### src/rtl/dec_scan_pkg.sv
`default_nettype none
// ============================================================================
// Module   : dec_scan_pkg
// Purpose  : Shared types and constants for the decimal scan display:
//            conversion FSM states, segment codes and the BCD add-3 helper.
// Revision : 1.0 - initial release
// ============================================================================
package dec_scan_pkg;

  // Number of multiplexed digit positions on the board.
  localparam int NUM_DIGITS = 8;

  // Active-low segment patterns {g,f,e,d,c,b,a}.
  localparam logic [6:0] SEG_BLANK = 7'h7F;
  localparam logic [6:0] SEG_0     = 7'h40;
  localparam logic [6:0] SEG_1     = 7'h79;
  localparam logic [6:0] SEG_2     = 7'h24;
  localparam logic [6:0] SEG_3     = 7'h30;
  localparam logic [6:0] SEG_4     = 7'h19;
  localparam logic [6:0] SEG_5     = 7'h12;
  localparam logic [6:0] SEG_6     = 7'h02;
  localparam logic [6:0] SEG_7     = 7'h78;
  localparam logic [6:0] SEG_8     = 7'h00;
  localparam logic [6:0] SEG_9     = 7'h10;

  // Binary-to-BCD conversion sequencer states.
  typedef enum logic [1:0] {
    ST_IDLE   = 2'd0,
    ST_CONV_A = 2'd1,
    ST_CONV_B = 2'd2,
    ST_COMMIT = 2'd3
  } conv_state_t;

  // Shift-add-3 correction: any BCD nibble of 5 or more gets 3 added so the
  // following left shift carries correctly into the next decade.
  function automatic logic [11:0] bcd_add3(input logic [11:0] v);
    logic [11:0] r;
    r = v;
    for (int n = 0; n < 3; n++) begin
      if (v[4*n +: 4] >= 4'd5) begin
        r[4*n +: 4] = v[4*n +: 4] + 4'd3;
      end
    end
    return r;
  endfunction

endpackage
`default_nettype wire

### src/rtl/seg7_decode.sv
`default_nettype none
// ============================================================================
// Module   : seg7_decode
// Purpose  : Combinational BCD digit to active-low seven-segment decoder
//            with a blank override. Non-decimal codes display blank.
// Revision : 1.0 - initial release
// ============================================================================
module seg7_decode
  import dec_scan_pkg::*;
(
  input  logic [3:0] i_bcd,
  input  logic       i_blank,
  output logic [6:0] o_seg
);

  // Map one decimal digit onto its segment pattern, or blank it.
  always_comb begin
    o_seg = SEG_BLANK;
    if (!i_blank) begin
      case (i_bcd)
        4'd0:    o_seg = SEG_0;
        4'd1:    o_seg = SEG_1;
        4'd2:    o_seg = SEG_2;
        4'd3:    o_seg = SEG_3;
        4'd4:    o_seg = SEG_4;
        4'd5:    o_seg = SEG_5;
        4'd6:    o_seg = SEG_6;
        4'd7:    o_seg = SEG_7;
        4'd8:    o_seg = SEG_8;
        4'd9:    o_seg = SEG_9;
        default: o_seg = SEG_BLANK;
      endcase
    end
  end

endmodule
`default_nettype wire

### src/rtl/dec_scan_display.sv
`default_nettype none
// ============================================================================
// Module   : dec_scan_display
// Purpose  : Converts two result bytes to 3-digit decimal with a sequential
//            shift-add-3 engine and scans them onto an 8-digit active-low
//            seven-segment display. Layout: [blank A100 A10 A1 blank B100
//            B10 B1], digit 0 rightmost.
// Revision : 1.0 - initial release
// ============================================================================
module dec_scan_display
  import dec_scan_pkg::*;
#(
  parameter int REFRESH_DIV   = 100000,
  parameter bit BLANK_LEADING = 1'b1
) (
  input  logic                  Clk,
  input  logic                  Reset,
  input  logic [7:0]            NumberA,
  input  logic [7:0]            NumberB,
  output logic [NUM_DIGITS-1:0] en_out,
  output logic [6:0]            out7,
  output logic                  busy
);

  localparam int                 c_cnt_w  = (REFRESH_DIV > 1) ? $clog2(REFRESH_DIV) : 1;
  localparam logic [c_cnt_w-1:0] c_cnt_last = c_cnt_w'(REFRESH_DIV - 1);
  localparam int                 c_idx_w  = $clog2(NUM_DIGITS);

  // Conversion sequencer
  conv_state_t r_state;
  conv_state_t w_state_nxt;

  logic [7:0]  r_snap_a;
  logic [7:0]  r_snap_b;
  logic [7:0]  r_shift;
  logic [11:0] r_bcd;
  logic [11:0] r_res_a;
  logic [11:0] r_disp_a;
  logic [11:0] r_disp_b;
  logic [2:0]  r_bit;
  logic        r_busy;

  logic        w_start;
  logic        w_last_bit;
  logic [11:0] w_bcd_adj;
  logic [11:0] w_bcd_nxt;
  logic [7:0]  w_shift_nxt;

  // Scan side
  logic [c_cnt_w-1:0] r_cnt;
  logic [c_idx_w-1:0] r_idx;
  logic [11:0]        w_val;
  logic [3:0]         w_dig;
  logic               w_blank;
  logic [6:0]         w_seg;

  assign w_start    = (r_state == ST_IDLE) &&
                      ((NumberA != r_snap_a) || (NumberB != r_snap_b));
  assign w_last_bit = (r_bit == 3'd7);
  assign w_bcd_adj  = bcd_add3(r_bcd);
  assign busy       = r_busy;

  // One shift-add-3 step: correct the BCD nibbles, then shift the operand
  // MSB into the BCD LSB.
  always_comb begin
    {w_bcd_nxt, w_shift_nxt} = {w_bcd_adj, r_shift} << 1;
  end

  // Conversion FSM state register.
  always_ff @(posedge Clk) begin
    if (!Reset) begin
      r_state <= ST_IDLE;
    end else begin
      r_state <= w_state_nxt;
    end
  end

  // Conversion FSM next-state: A for 8 steps, B for 8 steps, then commit.
  always_comb begin
    w_state_nxt = r_state;
    case (r_state)
      ST_IDLE:   if (w_start)    w_state_nxt = ST_CONV_A;
      ST_CONV_A: if (w_last_bit) w_state_nxt = ST_CONV_B;
      ST_CONV_B: if (w_last_bit) w_state_nxt = ST_COMMIT;
      ST_COMMIT:                 w_state_nxt = ST_IDLE;
      default:                   w_state_nxt = ST_IDLE;
    endcase
  end

  // Conversion datapath: snapshot inputs, run both conversions, and publish
  // both results together so the display never shows a half-updated pair.
  always_ff @(posedge Clk) begin
    if (!Reset) begin
      r_snap_a <= '0;
      r_snap_b <= '0;
      r_shift  <= '0;
      r_bcd    <= '0;
      r_res_a  <= '0;
      r_disp_a <= '0;
      r_disp_b <= '0;
      r_bit    <= '0;
    end else begin
      case (r_state)
        ST_IDLE: begin
          if (w_start) begin
            r_snap_a <= NumberA;
            r_snap_b <= NumberB;
            r_shift  <= NumberA;
            r_bcd    <= '0;
            r_bit    <= '0;
          end
        end
        ST_CONV_A: begin
          r_bit <= r_bit + 3'd1;
          if (w_last_bit) begin
            r_res_a <= w_bcd_nxt;
            r_shift <= r_snap_b;
            r_bcd   <= '0;
          end else begin
            r_bcd   <= w_bcd_nxt;
            r_shift <= w_shift_nxt;
          end
        end
        ST_CONV_B: begin
          r_bit   <= r_bit + 3'd1;
          r_bcd   <= w_bcd_nxt;
          r_shift <= w_shift_nxt;
        end
        ST_COMMIT: begin
          r_disp_a <= r_res_a;
          r_disp_b <= r_bcd;
        end
        default: ;
      endcase
    end
  end

  // Busy covers the whole conversion and drops on the edge where the new
  // digits first reach out7.
  always_ff @(posedge Clk) begin
    if (!Reset) begin
      r_busy <= 1'b0;
    end else begin
      r_busy <= w_start || (r_state != ST_IDLE);
    end
  end

  // Free-running refresh divider and digit index, independent of conversion.
  always_ff @(posedge Clk) begin
    if (!Reset) begin
      r_cnt <= '0;
      r_idx <= '0;
    end else if (r_cnt == c_cnt_last) begin
      r_cnt <= '0;
      r_idx <= r_idx + c_idx_w'(1);
    end else begin
      r_cnt <= r_cnt + c_cnt_w'(1);
    end
  end

  // Select the digit for the current index, with optional leading-zero blanking.
  always_comb begin
    w_val   = r_idx[2] ? r_disp_a : r_disp_b;
    w_dig   = 4'd0;
    w_blank = 1'b1;
    case (r_idx[1:0])
      2'd0: begin
        w_dig   = w_val[3:0];
        w_blank = 1'b0;
      end
      2'd1: begin
        w_dig   = w_val[7:4];
        w_blank = BLANK_LEADING && (w_val[11:4] == 8'd0);
      end
      2'd2: begin
        w_dig   = w_val[11:8];
        w_blank = BLANK_LEADING && (w_val[11:8] == 4'd0);
      end
      default: begin
        w_dig   = 4'd0;
        w_blank = 1'b1;
      end
    endcase
  end

  seg7_decode u_seg7_decode (
    .i_bcd   (w_dig),
    .i_blank (w_blank),
    .o_seg   (w_seg)
  );

  // Register anode and segment drive together so they change on the same edge.
  always_ff @(posedge Clk) begin
    if (!Reset) begin
      en_out <= '1;
      out7   <= SEG_BLANK;
    end else begin
      en_out <= ~(NUM_DIGITS'(1) << r_idx);
      out7   <= w_seg;
    end
  end

endmodule
`default_nettype wire

### config.mk
export PLATFORM = sky130hd
export DESIGN_NAME = dec_scan_display
export DESIGN_NICKNAME = d
export VERILOG_FILES = /design/src/rtl/dec_scan_pkg.sv /design/src/rtl/seg7_decode.sv /design/src/rtl/dec_scan_display.sv
export SDC_FILE = /design/constraint.sdc
export NUM_CORES = 1
export LEC_CHECK = 0
export ABC_AREA = 0
export ABC_CLOCK_PERIOD_IN_PS = 3830
export BUFFER_PORTS_ARGS = -buffer_cell sky130_fd_sc_hd__buf_2
export CORE_ASPECT_RATIO = 1.5
export CORE_UTILIZATION = 65
export DETAILED_ROUTE_END_ITERATION = 6
export HOLD_SLACK_MARGIN = 0.12
export PLACE_DENSITY = 0.85
export SLEW_MARGIN = 40
export SYNTH_ARGS = -nofsm -noshare
export SYNTH_HDL_FRONTEND = slang
export SYNTH_SLANG_ARGS = --single-unit
### constraint.sdc
create_clock -name Clk -period 3.83 [get_ports Clk]
set_input_delay 0.766 -clock Clk [delete_from_list [all_inputs] [get_ports Clk]]
set_output_delay 0.766 -clock Clk [all_outputs]
set_load 0.05 [all_outputs]
==> flow_metrics.env, run 1 <==
export IMPL_arrival_ps=2900
export IMPL_worstPathMaxFanout=18
export IMPL_routed_wl_um=11500
export IMPL_grt_pass1_vias=4275
export IMPL_avgSynthCellArea_um2=9.46
export IMPL_ios=34
export IMPL_power_w=0.00360
export IMPL_syn_inst=579
export IMPL_layout_min_cycle_time_ps=2620
export IMPL_rsz0062_at_grt="no"
export IMPL_min_period_over_period_pct=68.4
export IMPL_drive_gt1_share_pct=14.9
export IMPL_seqPwrFrac_pct=37.3
export IMPL_ys_warn_count=0
export IMPL_dr_total_vias=4262
export IMPL_syn_to_final_growth_pct=15.5
export IMPL_synth_seq_cells=113
export IMPL_finClkSkew_ps=7.28
export IMPL_fmax_mhz=382
export IMPL_dp_hpwl_um=7540
export IMPL_synth_nets=623
export IMPL_cts_setup_buffers=0
export IMPL_async_reset_ff_share_pct=0
export IMPL_crit_path_end_kind="flip-flop"
export IMPL_insertion_delay_ps=420
export IMPL_initial_core_util_pct=67.6
export IMPL_clk_pin_slew_ps=50
export IMPL_clk_path_buf_depth=2
export IMPL_die_y_um=114
export IMPL_via_per_inst=5.89
export IMPL_p_sw_w=0.000945
export IMPL_cts_max_level=4
export IMPL_dominantRegCellSynth="dfxtp_1"
export IMPL_maxCapViolations=0
export IMPL_synth_edf_count=0
export IMPL_grt_max_degree=39
export IMPL_place_congestion=0.847
export IMPL_most_common_layout_cells="113 x dfxtp_1, 67 x nand2_1, 64 x mux2i_1, 45 x nor2b_1, 33 x buf_2"
export IMPL_intPower_w=0.00265
export IMPL_core_area_um2=8110
export IMPL_hold_buffers=0
export IMPL_slew_viol_final=0
export IMPL_drc=0
export IMPL_setup_viol=0
export IMPL_numCtsBuffers=17
export IMPL_finalNetCount=651
export IMPL_hold_class="reg -> reg"
export IMPL_cts_tree="yes"
export IMPL_grt_use_total_pct=27.8
export IMPL_hold_violations=0
export IMPL_synthesis_area_um2=5480
export IMPL_antenna_cells=0
export IMPL_root_buffer="clkbuf_16"
export IMPL_outcome="complete, no violations"
export IMPL_firstDrtPassIters=5
export IMPL_p_clk_share_pct=46.2
export IMPL_required_ps=4110
export IMPL_rows=40
export IMPL_ant_nets=0
export IMPL_power_leakage_nw=2.47
export IMPL_detail_route_iter0_violations=210
export IMPL_clock_sinks=113
export IMPL_wl_per_cell_um=15.9
export IMPL_stdcell_count=724
export IMPL_power_density_nw_per_um2=569
export IMPL_peakVddDrop_mv=0.429
export IMPL_p_sw_share_pct=26.3
export IMPL_cts_resized=0
export IMPL_dieArea_um2=8810
export IMPL_ys_types=49
export IMPL_start_kind="flip-flop"
export IMPL_antenna_found_initial=0
export IMPL_tns_ps=0
export IMPL_grt_pass1_wl_um=19100
export IMPL_max_slew_margin_pct=49.4
export IMPL_ys_seq_area_share_pct=41.3
export IMPL_die_w_um=77.0
export IMPL_tightest_slew_ps=758
export IMPL_combPwrFrac_pct=16.5
export IMPL_critPathKind="reg -> reg"
export IMPL_final_common_cell="dfxtp_1"
export IMPL_port_buffers=33
export IMPL_gr_total_overflow=0
export IMPL_dpl_cell_count=692
routing by layer:
layer	routed length [um]	track usage, %	part of all wire (%)
met5	0	0	0
met3	404	6.53	3.5
met4	397	16.4	3.5
met2	6260	53.6	55
met1	4420	26.3	38
per-stage QoR:
step                instance area (um^2)  utilization, %  hold WS (ps)  setup WS, ps
global route                        6330            78.1           488          1040
detailed placement                  5700            70.3           458          1060
floorplan                           5480               -           430          1520
global placement                    5700            70.3           441          1140
finish                              6330            78.1           465          1210
CTS                                 6320            78.0           469          1170
registers in the layout, indices dropped and copies added, names as in the netlist:
signal,flops
r_cnt,17
r_bcd,12
r_disp_a,12
r_disp_b,12
r_res_a,12
en_out,8
r_shift,8
r_snap_a,8
r_snap_b,8
out7,7
r_bit,3
r_idx,3
r_state,2
busy,1
final timing paths:
check        slack [ps]          to  cells after the start        from
max                1210     out7[3]                      8    r_idx[2]
min                 470  r_shift[2]                      2  r_shift[2]
max reg2reg        1210     out7[3]                      8    r_idx[2]
min reg2reg         470  r_shift[2]                      2  r_shift[2]
cell families after synthesis:
logic type	after synthesis	share of synthesized area, %
and+or+nand+nor	200	18.4
DFF	113	41.3
AOI/OAI and AO/OA	79	10.9
muxes	76	14.2
buffers and inverters	50	3.68
xor gates and xnor gates	35	5.59
adders and majority gates	26	5.94
final cells by class:
class / instances / area [um^2]
inverters: 19 / 71.3
fillers: 555 / 1780
flip-flops and latches: 113 / 2260
well taps: 105 / 131
clock inverters: 11 / 160
repair buffers: 40 / 215
multi-input cells: 416 / 3020
clock buffers: 20 / 467
power groups by stage:
stage | registers (W) | logic (W) | clock network (W)
after global placement | 0.00136 | 0.000562 | 0
final | 0.00134 | 0.000593 | 0.00166
after floorplan | 0.00136 | 0.000466 | 0
after global routing | 0.00135 | 0.000644 | 0.00173
after CTS | 0.00134 | 0.000596 | 0.00167
after detailed placement | 0.00136 | 0.000588 | 0
cells in the mapped netlist, types with 15 or more instances:
cell type	instances	area, um^2
nor2_1	26	97.6
nor2b_1	45	282
inv_1	19	71.3
ha_1	26	325
dfxtp_1	113	2260
nand3_1	15	75.1
mux2i_1	64	641
nand2_1	67	251
a21oi_1	15	75.1
clkbuf_1	26	97.6
xnor2_1	25	219
critical path: stages (launching register included):
cell	delay, ps
dfxtp_1	450
buf_4	290
mux2_2	390
a222oi_1	470
or2_2	250
inv_1	80
ha_1	310
mux2i_1	140
o21ai_0	110
No activity file was read; power rests on OpenSTA's default activity.
==> inputs of run 2 (changes only) <==
- ABC_AREA: 0 -> 1
- ABC_CLOCK_PERIOD_IN_PS: 3830 -> 2400
- CORE_UTILIZATION: 65 -> 55
- PLACE_DENSITY: 0.85 -> 0.76
- clock period: 3.83 -> 2.4 ns (I/O delays scaled with it)
==> flow_metrics.env, run 2 <==
export IMPL_clk_path_buf_depth=2
export IMPL_die_w_um=84.4
export IMPL_p_clk_share_pct=37.3
export IMPL_synth_edf_count=0
export IMPL_peakVddDrop_mv=0.650
export IMPL_dieArea_um2=10600
export IMPL_grt_max_degree=82
export IMPL_seqPwrFrac_pct=36.7
export IMPL_fmax_mhz=475
export IMPL_cp_slowest_stage_delay_ps=390
export IMPL_p_sw_share_pct=32.8
export IMPL_worstPathMaxFanout=5
export IMPL_start_kind="flip-flop"
export IMPL_ys_warn_count=0
export IMPL_synth_top_area_cell="dfxtp_1"
export IMPL_die_y_um=126
export IMPL_arrival_ps=2400
export IMPL_hold_depth=3
export IMPL_top_register="r_cnt"
export IMPL_synth_seq_cells=113
export IMPL_crit_buf_inv=3
export IMPL_synthXorXnorAreaFrac_pct=1.56
export IMPL_path_cells="inv_1 > ha_1 > inv_1 > nor2_2 > a21oi_1 > nand3_1 > nand2_1 > inv_1 > ha_1 > or2_1 > nand3_1 > nand2_1"
export IMPL_cts_tree="yes"
export IMPL_most_common_layout_cells="169 x nand2_1, 125 x nor2_1, 113 x dfxtp_1, 86 x inv_1, 65 x o21ai_0"
export IMPL_slew_viol_final=0
export IMPL_async_reset_ff_share_pct=0
export IMPL_outcome="finished, violations left"
export IMPL_rrSetupSlack_ps=290
export IMPL_power_density_nw_per_um2=1020
export IMPL_worst_path_max_delay_cell="dfxtp_1"
export IMPL_avgSynthCellArea_um2=6.96
export IMPL_routed_wl_um=11700
export IMPL_rows=44
export IMPL_min_delay_start="NumberB[4]"
export IMPL_place_congestion=0.865
export IMPL_drc=8
export IMPL_grtUsageMet1_pct=23.7
export IMPL_layout_min_cycle_time_ps=2110
export IMPL_grt_use_total_pct=23.6
export IMPL_hold_end="r_snap_b[4]"
export IMPL_intPower_w=0.00441
export IMPL_hold_buffers=0
export IMPL_finalNetCount=879
export IMPL_synthMostInstantiatedCell="nand2_1"
export IMPL_busiest_layer="met2"
export IMPL_dr_total_vias=5049
export IMPL_tns_ps=0
export IMPL_synthSimpleGateAreaFrac_pct=29.7
export IMPL_antenna_cells=0
export IMPL_final_common_cell="nand2_1"
export IMPL_ant_nets=0
export IMPL_rsz0062_at_grt="no"
export IMPL_synth_nets=849
export IMPL_clk_pin_slew_ps=50
export IMPL_grt_pass1_vias=4679
export IMPL_cts_setup_buffers=0
export IMPL_crit_path_end_kind="flip-flop"
export IMPL_critPathKind="reg -> reg"
export IMPL_failed_checks="design-rule violations"
export IMPL_cp_top_family="simple AND/OR/NAND/NOR gates"
export IMPL_synth_top_family_by_area="simple AND/OR/NAND/NOR gates"
export IMPL_r2r_cells=12
export IMPL_gr_total_overflow=0
export IMPL_core_area_um2=9800
export IMPL_syn_to_final_growth_pct=14.2
export IMPL_setup_viol=0
export IMPL_rr_endpoint="out7[3]"
export IMPL_hold_violations=0
export IMPL_numCtsBuffers=17
export IMPL_insertion_delay_ps=410
export IMPL_required_ps=2690
export IMPL_use_met2_pct=44.6
export IMPL_synth_compound_area_share_pct=13.0
export IMPL_ys_types=39
export IMPL_p_sw_w=0.00215
export IMPL_antenna_found_initial=0
export IMPL_finClkSkew_ps=6.94
export IMPL_cts_max_level=4
export IMPL_dp_hpwl_um=8210
export IMPL_via_per_inst=5.26
export IMPL_cp_common_cell="inv_1"
export IMPL_ys_seq_area_share_pct=40.3
export IMPL_synth_top_cell_area_share_pct=40.3
export IMPL_ios=34
export IMPL_synthesis_area_um2=5610
export IMPL_port_buffers=33
export IMPL_dominantRegCellSynth="dfxtp_1"
export IMPL_synth_fa_ha_area_share_pct=5.80
export IMPL_synthMuxAreaShare_pct=0
export IMPL_drive_gt1_share_pct=12.2
export IMPL_r2r_start="r_idx[0]"
export IMPL_firstDrtPassIters=7
export IMPL_root_buffer="clkbuf_16"
export IMPL_max_slew_margin_pct=52.9
export IMPL_maxCapViolations=0
export IMPL_hold_ws_ps=356
export IMPL_combPwrFrac_pct=26.1
export IMPL_grt_pass1_wl_um=20000
export IMPL_detail_route_iter0_violations=268
export IMPL_initial_core_util_pct=57.2
export IMPL_wl_per_cell_um=12.2
export IMPL_cts_resized=0
export IMPL_power_leakage_nw=3.00
export IMPL_largest_reg_flops=17
export IMPL_clock_sinks=113
export IMPL_min_period_over_period_pct=87.8
export IMPL_tightest_slew_ps=707
export IMPL_hold_class="in -> reg"
export IMPL_synthTopCellsByCount="169 x nand2_1, 125 x nor2_1, 113 x dfxtp_1"
export IMPL_ys_top_cells_by_area="dfxtp_1 40%, nand2_1 11%, nor2_1 8.4%"
export IMPL_grtUsageMet3_pct=6.09
export IMPL_syn_inst=805
## run 2: cell count changes after synthesis, moves of 9 or more
cell / previous run / this run
a21oi_1: 15 / 55
nor2_1: 26 / 125
nand2_1: 67 / 169
mux2i_1: 64 / 0
nand3_1: 15 / 48
a21boi_0: 10 / 0
and3_1: 9 / 0
inv_2: 0 / 12
xnor2_1: 25 / 1
nor2b_1: 45 / 0
mux2_2: 11 / 0
clkbuf_1: 26 / 11
o21ai_0: 11 / 65
inv_1: 19 / 86
## run 2: cell families (layout without fill, tap and decap cells)
kind of cell	after synthesis	in the layout
simple gates	388	388
compound gates	138	138
fa+ha+maj	26	26
flops	113	113
xor+xnor	10	10
buf+inv	130	170
## run 2: worst max path at each step
| stage | startpoint | to | slack, ps | cells after the start |
|---|---|---|---|---|
| floorplan | r_idx[0] | out7[3] | 500 | 12 |
| global route | r_idx[0] | out7[3] | 50 | 12 |
| CTS | r_idx[0] | out7[3] | 290 | 12 |
| global placement | r_idx[2] | out7[3] | 360 | 10 |
| detailed placement | r_idx[2] | out7[3] | 320 | 10 |
| finish | r_idx[0] | out7[3] | 290 | 12 |
## run 2: layer usage
layer  wire, um  vias to the layer above
li1           -                     2620
met1       4620                     2291
met2       6280                      111
met3        507                       27
met4        311                        0
met5          0                        -
## run 2: through the flow
stage	setup slack [ps]	cells	area (um^2)	util [%]	power, W
2_1_floorplan	502	805	5610	-	0.00377
3_3_place_gp	357	931	5820	59.4	0.00407
3_5_place_dp	321	931	5820	59.4	0.00414
4_1_cts	289	960	6400	65.3	0.00660
5_1_grt	53.6	960	6400	65.3	0.00697
6_report	294	960	6400	65.3	0.00656
## run 2: power by group through the flow
stage | combinational [W] | sequential (W) | clock (W)
after floorplan | 0.00129 | 0.00248 | 0
after global placement | 0.00164 | 0.00243 | 0
after detailed placement | 0.00170 | 0.00244 | 0
after CTS | 0.00172 | 0.00241 | 0.00248
after global routing | 0.00196 | 0.00244 | 0.00257
final | 0.00171 | 0.00241 | 0.00245
## run 2: tightest hold or removal path, delay by kind of cell
family                 cells  cell delay, ps
buffers and inverters      1             100
AO/OA/AOI/OAI              1              80
AND/OR/NAND/NOR            1              80
## run 2: area by class of cell
type | instances | area, um^2
Clock buffer | 23 | 498
Clock inverter | 6 | 80.1
Fill cell | 839 | 3400
Inverter | 100 | 375
Multi-Input combinational cell | 562 | 2810
Sequential cell | 113 | 2260
Tap cell | 115 | 144
Timing Repair Buffer | 41 | 238
==> inputs of run 3 (changes only) <==
- ABC_AREA: 1 -> 0
- ABC_CLOCK_PERIOD_IN_PS: 2400 -> 1820
- clock period: 2.4 -> 1.82 ns (I/O delays scaled with it)
==> flow_metrics.env, run 3 (same netlist as run 1, synthesis figures left out) <==
export IMPL_outcome="finished, violations left"
export IMPL_failed_checks="negative setup slack"
export IMPL_p_sw_share_pct=26.3
export IMPL_slew_viol_final=0
export IMPL_finClkSkew_ps=5.05
export IMPL_wl_per_cell_um=16.0
export IMPL_detail_route_iter0_violations=189
export IMPL_top_register="r_cnt"
export IMPL_fmax_mhz=487
export IMPL_grtUsageMet3_pct=6.32
export IMPL_stdcell_count=805
export IMPL_use_met2_pct=49.4
export IMPL_root_buffer="clkbuf_16"
export IMPL_cp_slowest_stage_delay_ps=460
export IMPL_port_buffers=33
export IMPL_final_common_cell="dfxtp_1"
export IMPL_power_density_nw_per_um2=1120
export IMPL_setup_ws_ps=-233
export IMPL_grtUsageMet1_pct=23.9
export IMPL_cts_tree="yes"
export IMPL_clk_pin_slew_ps=50
export IMPL_dieArea_um2=10400
export IMPL_critPathKind="reg -> reg"
export IMPL_largest_reg_flops=17
export IMPL_min_period_over_period_pct=113
export IMPL_most_common_layout_cells="99 x dfxtp_1, 67 x nand2_1, 64 x mux2i_1, 62 x buf_4, 45 x nor2b_1"
export IMPL_initial_core_util_pct=56.5
export IMPL_p_clk_share_pct=43.7
export IMPL_busiest_layer="met2"
export IMPL_maxCapViolations=0
export IMPL_grt_pass1_wl_um=21100
export IMPL_cts_max_level=4
export IMPL_gr_total_overflow=0
export IMPL_combPwrFrac_pct=21.1
export IMPL_insertion_delay_ps=410
export IMPL_core_area_um2=9690
export IMPL_clock_sinks=113
export IMPL_die_w_um=83.5
export IMPL_cp_top_family="compound AO/OA/AOI/OAI gates"
export IMPL_hold_ws_ps=233
export IMPL_arrival_ps=2340
export IMPL_start_kind="flip-flop"
export IMPL_hold_class="in -> reg"
export IMPL_finalNetCount=721
export IMPL_rsz0062_at_grt="yes"
export IMPL_tightest_slew_ps=454
export IMPL_drc=0
export IMPL_numCtsBuffers=17
export IMPL_antenna_found_initial=0
export IMPL_ios=34
export IMPL_place_congestion=0.881
export IMPL_power_leakage_nw=2.90
export IMPL_dp_hpwl_um=8610
export IMPL_rrSetupSlack_ps=-230
export IMPL_path_cells="mux2_4 > a222oi_1 > or2_4 > inv_4 > ha_4 > mux2i_1 > o21ai_1"
export IMPL_p_sw_w=0.00212
export IMPL_peakVddDrop_mv=0.903
export IMPL_antenna_cells=0
export IMPL_layout_min_cycle_time_ps=2050
export IMPL_dpl_cell_count=757
export IMPL_dr_total_vias=4536
export IMPL_firstDrtPassIters=7
export IMPL_routed_wl_um=12900
export IMPL_grt_pass1_vias=4644
export IMPL_hold_violations=0
export IMPL_rows=44
export IMPL_crit_buf_inv=1
export IMPL_seqCellArea_um2=2280
export IMPL_grt_max_degree=49
export IMPL_clk_path_buf_depth=2
export IMPL_setup_viol=16
export IMPL_grt_use_total_pct=25.5
export IMPL_intPower_w=0.00592
export IMPL_max_slew_margin_pct=69.7
export IMPL_required_ps=2110
export IMPL_seqPwrFrac_pct=35.2
export IMPL_worstPathMaxFanout=7
export IMPL_worst_path_max_delay_cell="a222oi_1"
export IMPL_drive_gt1_share_pct=29.6
export IMPL_via_per_inst=5.63
export IMPL_multi_input_area_um2=3230
export IMPL_die_y_um=124
export IMPL_ant_nets=0
export IMPL_hold_buffers=0
export IMPL_num_fill_cells=656
export IMPL_fin_util_pct=73.8
export IMPL_crit_path_end_kind="flip-flop"
export IMPL_syn_to_final_growth_pct=30.6
-- run 3: path summary, 6_finish.rpt --
path / from / to / cells past startpoint
setup / recovery: r_idx[2] / out7[3] / 7
setup reg to reg: r_idx[2] / out7[3] / 7
hold reg to reg: r_res_a[9] / r_res_a[9] / 2
hold / removal: NumberB[7] / r_snap_b[7] / 3
-- run 3: worst min-delay path: cells and delay by family --
kind | cells | cell delay [ps]
buffers and inverters | 1 | 100
multiplexers | 1 | 60
AND/OR/NAND/NOR | 1 | 90
-- run 3: what timing repair did --
item	CTS	global route
setup endpoints to repair	31	65
setup buffers	8	6
pin swaps	19	14
gates resized for setup	36	34
gates cloned	2	1
-- run 3: final cells by class --
| type | instances | share of cell area (%) |
|---|---|---|
| Sequential cell | 113 | 31.9 |
| Clock buffer | 22 | 6.63 |
| Clock inverter | 10 | 2.17 |
| Inverter | 19 | 1.08 |
| Tap cell | 115 | 2.01 |
| Timing Repair Buffer | 109 | 11.1 |
| Multi-Input combinational cell | 417 | 45.1 |
-- run 3: routing by layer --
metal,vias to the layer above,routed length [um]
met4,0,531
met3,39,416
li1,2214,-
met2,106,7170
met1,2177,4790
met5,-,0
-- run 3: stage by stage --
stage               TNS [ps]  instance area [um^2]  power [W]  setup WS, ps
global placement       -1840                  6170    0.00425          -148
global route           -3310                  7150    0.00833          -297
detailed placement     -4770                  6170    0.00431          -256
CTS                     -797                  7020    0.00792          -133
finish                 -1300                  7150    0.00804          -233
floorplan              -1460                  5540    0.00388          -186
-- run 3: power groups by stage --
stage	combinational (W)	sequential [W]	clock (W)
floorplan	0.00101	0.00287	0
global placement	0.00139	0.00285	0
detailed placement	0.00145	0.00286	0
CTS	0.00155	0.00282	0.00355
global route	0.00183	0.00285	0.00365
finish	0.00169	0.00283	0.00351
